===== config.mk =====
export PLATFORM = sky130hd
export DESIGN_NAME = alu_issue_unit
export DESIGN_NICKNAME = d
export VERILOG_FILES = /design/src/rtl/alu_pkg.sv /design/src/rtl/alu_wait_timer.sv /design/src/rtl/alu_issue_unit.sv
export SDC_FILE = /design/constraint.sdc
export NUM_CORES = 1
export LEC_CHECK = 0
export ABC_AREA = 1
export BUFFER_PORTS_ARGS = -buffer_cell sky130_fd_sc_hd__buf_2
export CORE_MARGIN = 10
export CORE_UTILIZATION = 50
export DETAILED_ROUTE_END_ITERATION = 16
export PLACE_DENSITY = 0.92
export SLEW_MARGIN = 20
export SYNTH_ARGS = -nofsm -noshare
export SYNTH_HDL_FRONTEND = slang
export SYNTH_HIERARCHICAL = 1
export SYNTH_SLANG_ARGS = --single-unit

===== constraint.sdc =====
create_clock -name clk -period 3.5 [get_ports clk]
set_clock_uncertainty 0.1 [all_clocks]
set_input_delay 0.35 -clock clk [delete_from_list [all_inputs] [get_ports clk]]
set_output_delay 0.35 -clock clk [all_outputs]
set_load 0.01 [all_outputs]

===== src/rtl/alu_pkg.sv =====
// alu_pkg: shared ALU opcodes, operand width, default settle latencies and issue FSM states
package alu_pkg;
  localparam logic [1:0] ALU_ADD = 2'b00;
  localparam logic [1:0] ALU_SUB = 2'b01;
  localparam logic [1:0] ALU_MUL = 2'b10;
  localparam logic [1:0] ALU_DIV = 2'b11;
  localparam int ALU_WIDTH = 16;
  localparam int ADDSUB_CYCLES = 1;
  localparam int MULDIV_CYCLES = 20;
  typedef enum logic [1:0] {IDLE, WAIT, RESP} issue_state_t;
endpackage


===== src/rtl/alu_wait_timer.sv =====
// alu_wait_timer: loadable down-counter with enable; stops at zero and flags it
module alu_wait_timer #(
  parameter int W = 8
) (
  input  logic         clk,
  input  logic         rst,
  input  logic         load,
  input  logic [W-1:0] value,
  input  logic         en,
  output logic         zero
);
  logic [W-1:0] count;
  always_ff @(posedge clk or posedge rst)
    if (rst) count <= '0;
    else if (load) count <= value;
    else if (en && !zero) count <= count - 1'b1;
  assign zero = count == '0;
endmodule


===== src/rtl/alu_issue_unit.sv =====
// alu_issue_unit: issues one op at a time to the multi-cycle ALU, waits its settle time, holds the response.
// Optional macro ALU_ISSUE_DIV0_TRAP_EN: DIV by zero answers immediately and flags rsp_div0.
module alu_issue_unit #(
  parameter int WIDTH = alu_pkg::ALU_WIDTH,
  parameter int ADDSUB_CYCLES = alu_pkg::ADDSUB_CYCLES,
  parameter int MULDIV_CYCLES = alu_pkg::MULDIV_CYCLES
) (
  input  logic             clk,
  input  logic             rst,
  input  logic             req_valid,
  output logic             req_ready,
  input  logic [1:0]       req_op,
  input  logic [WIDTH-1:0] req_a,
  input  logic [WIDTH-1:0] req_b,
  output logic [WIDTH-1:0] alu_a,
  output logic [WIDTH-1:0] alu_b,
  output logic [1:0]       alu_op,
  input  logic [WIDTH-1:0] alu_result,
  input  logic             alu_carry,
  input  logic             alu_zero,
  output logic             rsp_valid,
  input  logic             rsp_ready,
  output logic [WIDTH-1:0] rsp_result,
  output logic             rsp_carry,
  output logic             rsp_zero,
`ifdef ALU_ISSUE_DIV0_TRAP_EN
  output logic             rsp_div0,
`endif
  output logic             busy
);
  import alu_pkg::*;
  // zero cycle counts are clamped to one
  localparam int AS = ADDSUB_CYCLES < 1 ? 1 : ADDSUB_CYCLES;
  localparam int MD = MULDIV_CYCLES < 1 ? 1 : MULDIV_CYCLES;
  localparam int CW = $clog2((AS > MD ? AS : MD) + 1);
  issue_state_t state, next;
  logic hs, div0, trap, cap, t_zero;
  assign req_ready = state == IDLE;
  assign busy = state != IDLE;
  assign rsp_valid = state == RESP;
  assign hs = req_valid && req_ready;
`ifdef ALU_ISSUE_DIV0_TRAP_EN
  assign div0 = req_op == ALU_DIV && req_b == '0;
`else
  assign div0 = 1'b0;
`endif
  assign trap = hs && div0;
  assign cap = state == WAIT && t_zero;
  alu_wait_timer #(.W(CW)) u_timer (
    .clk(clk),
    .rst(rst),
    .load(hs),
    .value(req_op[1] ? CW'(MD - 1) : CW'(AS - 1)),
    .en(state == WAIT),
    .zero(t_zero)
  );
  always_ff @(posedge clk or posedge rst)
    if (rst) state <= IDLE;
    else state <= next;
  always_comb begin
    next = state;
    if (hs) next = div0 ? RESP : WAIT;
    if (cap) next = RESP;
    if (state == RESP && rsp_ready) next = IDLE;
  end
  always_ff @(posedge clk or posedge rst)
    if (rst) begin
      alu_a <= '0;
      alu_b <= '0;
      alu_op <= ALU_ADD;
      rsp_result <= '0;
      rsp_carry <= 1'b0;
      rsp_zero <= 1'b0;
    end else begin
      if (hs) begin
        alu_a <= req_a;
        alu_b <= req_b;
        alu_op <= req_op;
      end
      if (cap || trap) begin
        rsp_result <= trap ? '0 : alu_result;
        rsp_carry <= !trap && alu_carry;
        rsp_zero <= trap || alu_zero;
      end
    end
`ifdef ALU_ISSUE_DIV0_TRAP_EN
  always_ff @(posedge clk or posedge rst)
    if (rst) rsp_div0 <= 1'b0;
    else if (cap || trap) rsp_div0 <= trap;
`endif
endmodule


==> impl_summary.txt, run 1 <==
----------------------------------------------------
[Setup path]
  Most used cell, CP ... nand2_1
  CP top delay family ... simple AND/OR/NAND/NOR gates
  Element type at the critical path start ... flip-flop
  Worst path arrival time ... 2620 ps
  Crit path kind ... flip-flop to flip-flop
  Critical Path RT ... 3620 ps
  Critical path buffers and inverters ... 2
  R2r worst-path depth ... 8
  Cell count along the critical path ... 8
  Stage delay of the slowest cell on the critical path ... 700 ps
  Setup crit end kind ... flip-flop
  Slowest library cell on the worst path ... dfrtp_1
  Critical-path cell list ... nor2_8 -> nand2_4 -> inv_1 -> inv_2 -> o21ai_0 -> nand2_1 -> nand2_1 -> nand2_1
  Crit-path max FO ... 37

[Global route]
  Vias in the first global route ... 2,297
  GRT Util Overall ... 16.1%
  Global route hottest layer ... met2
  Number of antenna violations at the first check in global routing ... 0
  Met1 Resource Use GR ... 18.2%
  Maximum number of pins on one net before global-route repair ... 55
  Wire length of the first global-routing pass ... 11.2 mm
  Global routing met3 resource utilization ... 5.46%
  Met2 Track Usage GR ... 26.7%
  Total congestion overflow ... 0

[Pwr]
  P_leak ... 1.94 nW
  Power Density ... 896 mW/mm2
  Largest voltage drop on the vdd net ... 537 uV

[Routing]
  Number of antenna-violating nets in the routed design ... 0
  Final Routed Wirelength ... 6.94 mm
  Number of detailed-routing iterations run before antenna repair ... 4
  DR WL/cell ... 14.6 um
  Remaining routing DRC violations ... 0
  Via density per instance ... 4.91
  Vias ... 2,333
  Initial DRC Count ... 157

[Clock network]
  Number of buffers created by CTS ... 9
  Count of instances resized after the clock tree is built ... 0
  TritonCTS clock tree ... yes
  Clock net sink count ... 59
  Post-CTS Setup Bufs ... 0
  Number of levels the H-tree was split into ... 3
  Reg clk slew, reported paths ... 70 ps
  Maximum buffer depth of the clock tree ... 2
  Clock tree root driver cell ... clkbuf_8
  Latest clock arrival within the worst-skew pair ... 320 ps

[Timing]
  Final hold slack ... 147 ps
  Maximum achievable frequency ... 400 MHz
  Worst setup slack after layout ... 1000 ps
  Time the final worst path needs with I/O delays and setup ... 2500 ps
  Count of final hold-check violations ... 0
  Post-route clock period utilization ... 71.4%
  Post-Route Setup TNS ... 0 ps
  Final count of negative-setup-slack endpoints ... 0
  Max_slew headroom ... 38.8%
  Worst-margin pin slew ... 917 ps
  Setup repair after global routing missed its margin ... false
  Final max-slew violation count ... 0

[Cells and area]
  Post-route standard cell area excluding fillers ... 0.00331 mm2
  Top library cells by usage in the layout, fill and taps aside ... nand2_1, buf_2, dfrtp_1, nand3_1, nand4_1
  Fraction of layout cells with a size suffix above 1 ... 34.3%
  Growth of design area from synthesis to finish ... 27.1%
  Antenna diode count ... 0
  Final net count ... 457
  Filler-free cell count of the finished design ... 475
  Most common library cell in the layout ignoring fill and taps ... nand2_1

[Min path]
  Kind of path behind the tightest hold check ... input port to flip-flop
  Worst hold path stage count ... 3

[Run status]
  Outcome ... finished clean

[Place]
  Final HPWL from detailed placement ... 5.01 mm
  Worst setup slack before clock tree synthesis ... 1050 ps
  DP Area ... 0.00312 mm2
  Placed cell count ... 458
  Number of buffer cells added on primary ports ... 110
  GPL Wtd Cong ... 0.808

[Synthesis]
  Cell types occupying the most area after synthesis ... dfrtp_1, nand2_1, nand3_1, nand4_1, inv_1
  Sequential share of the synthesized area ... 56.8%
  Top cell type's share of synthesized area ... 56.8%
  Yosys warning total ... 6
  Synthesized area ... 0.00260 mm2
  Syn Inst Count ... 295
  Yosys reg bits ... 59
  Distinct cells, synth ... 20
  Cell type with the highest aggregate area in the netlist ... dfrtp_1
  Mean cell area of the mapped netlist ... 8.81 um2

[Floorplan]
  Die X-Extent ... 92.1 um
  Floorplan row count ... 26
  Die height ... 92.1 um
  Core outline area ... 0.00507 mm2
  # IOs ... 111
  Initial Utilization ... 51.2%
  Die Outline Area ... 0.00848 mm2

[Job]
  Reported max-cap violation count ... 0

----------------------------------------------------
-- logic make-up after synthesis --
group           count (synthesis)  share of synthesized area [%]
simple gates                  191                           33.3
flops                          59                           56.8
buf+inv                        36                           7.60
compound gates                  7                           1.64
fa+ha+maj                       1                          0.481
other cells                     1                          0.144
-- state kept, by name, summed over array words and instances (netlist names) --
signal	flops
alu_a	16
alu_b	16
rsp_result	16
u_timer/count	5
alu_op	2
state	2
rsp_carry	1
rsp_zero	1
-- what timing repair did --
action	CTS	global route
setup endpoints to repair	0	0
hold endpoints to repair	5	0
hold buffers	1	0
-- path summary, 6_finish.rpt --
kind | endpoint | start | slack, ps
max | u_timer/count[2]$_DFFE_PP0P_ | state[0]$_DFFE_PP0P_ | 1000
min | alu_b[3]$_DFFE_PP0P_ | req_b[3] | 150
max reg2reg | u_timer/count[2]$_DFFE_PP0P_ | state[0]$_DFFE_PP0P_ | 1000
min reg2reg | alu_a[3]$_DFFE_PP0P_ | alu_a[3]$_DFFE_PP0P_ | 370
max in group asynchronous | alu_a[6]$_DFFE_PP0P_ | rst | 2100
min in group asynchronous | u_timer/count[2]$_DFFE_PP0P_ | rst | 380
-- tightest hold or removal path, delay by kind of cell --
family                 cells  cell delay, ps
buffers and inverters      1              80
AND/OR/NAND/NOR            2             120
-- cell type report --
type	instances	area, um2
Fill cell	457	1770
Sequential cell	59	1480
Multi-Input combinational cell	201	930
Timing Repair Buffer	112	568
Clock buffer	11	151
Tap cell	70	87.6
Inverter	17	65.1
Clock inverter	5	27.5
-- synthesized netlist by cell type (all sizes together) --
cell type and number:
nand2 123, dfrtp 59, nand3 43, buf 18
nand4 18, inv 17, nor2 7, o21ai 6
a21oi 1, clkbuf 1, conb 1, ha 1
-- stage by stage --
stage	util (%)	total power [mW]
after floorplan	-	1.98
after global placement	61.4	2.37
after detailed placement	61.4	2.44
after CTS	65.1	3.00
after global routing	65.1	3.21
final	65.1	2.96
-- layer usage --
layer | vias up | part of all wire (%)
met2 | 74 | 51
li1 | 1154 | -
met1 | 1097 | 40
met3 | 8 | 7.6
met5 | - | 0
met4 | 0 | 1.3
-- power breakdown --
group | total [mW] | switching [mW] | internal (mW)
logic | 1.21 | 0.757 | 0.452
registers | 1.20 | 0.202 | 1.00
clock network | 0.549 | 0.258 | 0.290
(Power assumes the default switching activity.)
==> run 2: changes to the inputs <==
- ABC_AREA: 1 -> 0
- CORE_UTILIZATION: 50 -> 47
- PLACE_DENSITY: 0.92 -> 0.89
- clock period: 3.5 -> 2.5 ns (I/O delays scaled with it)
==> run 2 against run 1 <==
Register-to-register slack got worse by 630 ps. Worst hold slack got worse by 85 ps. Area after synthesis fell by 3.4%. Critical path depth is 2 lower. Sequential power grew 43%.
==> impl_summary.txt, run 2 <==
----------------------------------------------------
[Pwr]
  Largest voltage drop on the vdd net ... 552 uV
  P_leak ... 1.69 nW
  Power Density ... 1250 mW/mm2
  Internal Dissipation ... 2.85 mW
  Portion of total power attributed to combinational logic ... 38.7%
  Psw ... 1.31 mW
  Sw Ratio ... 31.5%
  Total power ... 4.16 mW
  Sequential Power Share ... 41.3%
  Clock group share of total power ... 20.0%

[Clock network]
  Number of buffers created by CTS ... 9
  Number of levels the H-tree was split into ... 3
  Maximum buffer depth of the clock tree ... 2
  TritonCTS clock tree ... yes
  Reg clk slew, reported paths ... 60 ps
  Clock tree root driver cell ... clkbuf_8
  Post-CTS Setup Bufs ... 0
  Latest clock arrival within the worst-skew pair ... 320 ps
  Clock net sink count ... 59

[Synthesis]
  Post-Synth Adder-Cell Area ... 0.498%
  Cell types occupying the most area after synthesis ... dfrtp_1, mux2_4, mux2_2, buf_12, inv_1
  Distinct cells, synth ... 26
  Synthesized-area fraction occupied by ao, oa, aoi and oai cells ... 3.39%
  Cell types with the highest counts after synthesis ... dfrtp_1, mux2_4, mux2_2
  Combinational family with the most area after synthesis ... multiplexers
  Synthesized area ... 0.00251 mm2
  Most common cell in the synthesized netlist ... dfrtp_1
  Sequential share of the synthesized area ... 58.8%
  Most common flop cell mapped by yosys ... dfrtp_1
  Mean cell area of the mapped netlist ... 16.0 um2
  Simple-gate area share of the yosys netlist ... 5.23%
  Number of flops mapped to enable cells by yosys ... 0
  Fraction of synthesized area in multiplexers ... 27.5%
  Post-Synth XOR/XNOR Area ... 0%
  Cell type with the highest aggregate area in the netlist ... dfrtp_1
  Yosys warning total ... 6
  Yosys reg bits ... 59
  Syn Inst Count ... 157
  Top cell type's share of synthesized area ... 58.8%
  Share of async-settable or async-resettable flops after synthesis ... 100%

[Routing]
  Final Routed Wirelength ... 5.71 mm
  Via density per instance ... 4.69
  Vias ... 1,646
  Number of antenna-violating nets in the routed design ... 0
  Remaining routing DRC violations ... 0
  DR WL/cell ... 16.3 um
  Number of detailed-routing iterations run before antenna repair ... 4
  Initial DRC Count ... 29

[Floorplan]
  Initial Utilization ... 48.9%
  # IOs ... 111
  Die X-Extent ... 93.1 um
  Floorplan row count ... 26
  Die height ... 93.1 um
  Core outline area ... 0.00514 mm2
  Die Outline Area ... 0.00867 mm2

[Cells and area]
  Top library cells by usage in the layout, fill and taps aside ... buf_2, dfrtp_1, mux2_4, mux2_2, clkbuf_8
  Most common library cell in the layout ignoring fill and taps ... buf_2
  Final net count ... 334
  Antenna diode count ... 0
  Final design utilization ... 64.5%
  Fraction of layout cells with a size suffix above 1 ... 65.1%
  Registers with the highest flip-flop counts ... alu_a (16), alu_b (16), rsp_result (16)
  Filler-free cell count of the finished design ... 351
  Growth of design area from synthesis to finish ... 32.0%

[Setup path]
  Most used cell, CP ... inv_1
  Stage delay of the slowest cell on the critical path ... 500 ps
  Critical Path RT ... 2590 ps
  Setup crit end kind ... flip-flop
  Slowest library cell on the worst path ... or4b_4
  Crit-path max FO ... 18
  Element type at the critical path start ... flip-flop
  Crit path kind ... flip-flop to flip-flop
  Critical-path cell list ... inv_1 -> ha_1 -> or4b_4 -> inv_1 -> nand3b_4 -> mux2_2
  Worst path arrival time ... 2230 ps

[Timing]
  Time the final worst path needs with I/O delays and setup ... 2130 ps
  Maximum achievable frequency ... 469 MHz
  Post-route clock period utilization ... 85.4%
  Post-Route Setup TNS ... 0 ps
  Max_slew headroom ... 56.7%
  Setup repair after global routing missed its margin ... false
  Worst-margin pin slew ... 649 ps
  Final max-slew violation count ... 0
  Final count of negative-setup-slack endpoints ... 0
  Count of final hold-check violations ... 0

[Place]
  GPL Wtd Cong ... 0.751
  Final HPWL from detailed placement ... 4.36 mm
  Placed cell count ... 334
  Number of buffer cells added on primary ports ... 110

[Min path]
  Kind of path behind the tightest hold check ... input port to flip-flop

[Global route]
  Wire length of the first global-routing pass ... 9.32 mm
  Vias in the first global route ... 1,947
  GRT Util Overall ... 13.1%
  Total congestion overflow ... 0
  Maximum number of pins on one net before global-route repair ... 55
  Number of antenna violations at the first check in global routing ... 0

[Job]
  Reported max-cap violation count ... 0

[Run status]
  Outcome ... finished clean

----------------------------------------------------
## run 2: changes by cell type after synthesis, sizes merged, moves of 3 or more
cell | before | now
o21ai | 6 | 3
nor2b | 0 | 3
nand3 | 43 | 0
mux2 | 0 | 52
inv | 17 | 7
nand4 | 18 | 0
nor2 | 7 | 2
buf | 18 | 5
nand2 | 123 | 3
a21oi | 1 | 6
## run 2: routing by layer
| metal | global-route usage [%] | up-vias | routed length, um |
|---|---|---|---|
| met5 | 0 | - | 0 |
| met4 | 5.27 | 0 | 74 |
| met3 | 5.84 | 8 | 540 |
| met2 | 21.4 | 73 | 2750 |
| met1 | 14.7 | 780 | 2350 |
| li1 | - | 785 | - |
## run 2: final timing paths
kind,cells past startpoint,end,from,slack (ps)
worst max-delay path,6,rsp_result[11]$_DFFE_PP0P_,u_timer/count[0]$_DFFE_PP0P_,370
worst min-delay path,2,rsp_result[6]$_DFFE_PP0P_,alu_result[6],60
worst max register to register,6,rsp_result[11]$_DFFE_PP0P_,u_timer/count[0]$_DFFE_PP0P_,370
worst min register to register,1,alu_op[0]$_DFFE_PP0P_,alu_op[0]$_DFFE_PP0P_,400
max in group asynchronous,4,alu_a[9]$_DFFE_PP0P_,rst,1300
min in group asynchronous,3,u_timer/count[0]$_DFFE_PP0P_,rst,290
## run 2: kinds of logic after synthesis
logic type / Yosys count
AOI/OAI and AO/OA: 13
adders and majority gates: 1
buffers and inverters: 13
DFF: 59
muxes: 52
other: 1
and+or+nand+nor: 18
## run 2: repair_timing
action,CTS,global route
hold buffers,2,0
hold endpoints to repair,6,0
gates resized for setup,0,0
## run 2: area by class of cell
class / instances / area [um2]
multi-input combinational: 86 / 933
clock buffer: 13 / 159
tap: 70 / 87.6
fill: 412 / 1820
sequential: 59 / 1480
inverter: 7 / 26.3
timing repair buffer: 114 / 598
clock inverter: 2 / 35.0
## run 2: power by group through the flow
stage / Sequential (mW) / Combinational, mW / Clock [mW]
after floorplan: 1.91 / 0.790 / 0
after global placement: 1.69 / 1.60 / 0
after detailed placement: 1.72 / 1.64 / 0
after CTS: 1.72 / 1.65 / 0.855
after global routing: 1.79 / 1.76 / 0.897
final: 1.72 / 1.61 / 0.834
## run 2: critical path, delay by kind of cell, from the launching register on
kind	cells	cell delay [ps]
multiplexers	1	350
buffers and inverters	2	260
flip-flops	1	370
adder cells (fa/ha/maj)	1	170
AND/OR/NAND/NOR	2	750
## run 2: per-stage QoR
step / hold slack [ps] / worst slack (ps) / instance area (um2)
detailed placement: 80.2 / 396 / 3100
finish: 61.8 / 366 / 3320
global route: 53.9 / 256 / 3320
floorplan: -71.5 / 515 / 2520
global placement: 76.1 / 455 / 3100
CTS: 52.9 / 363 / 3320
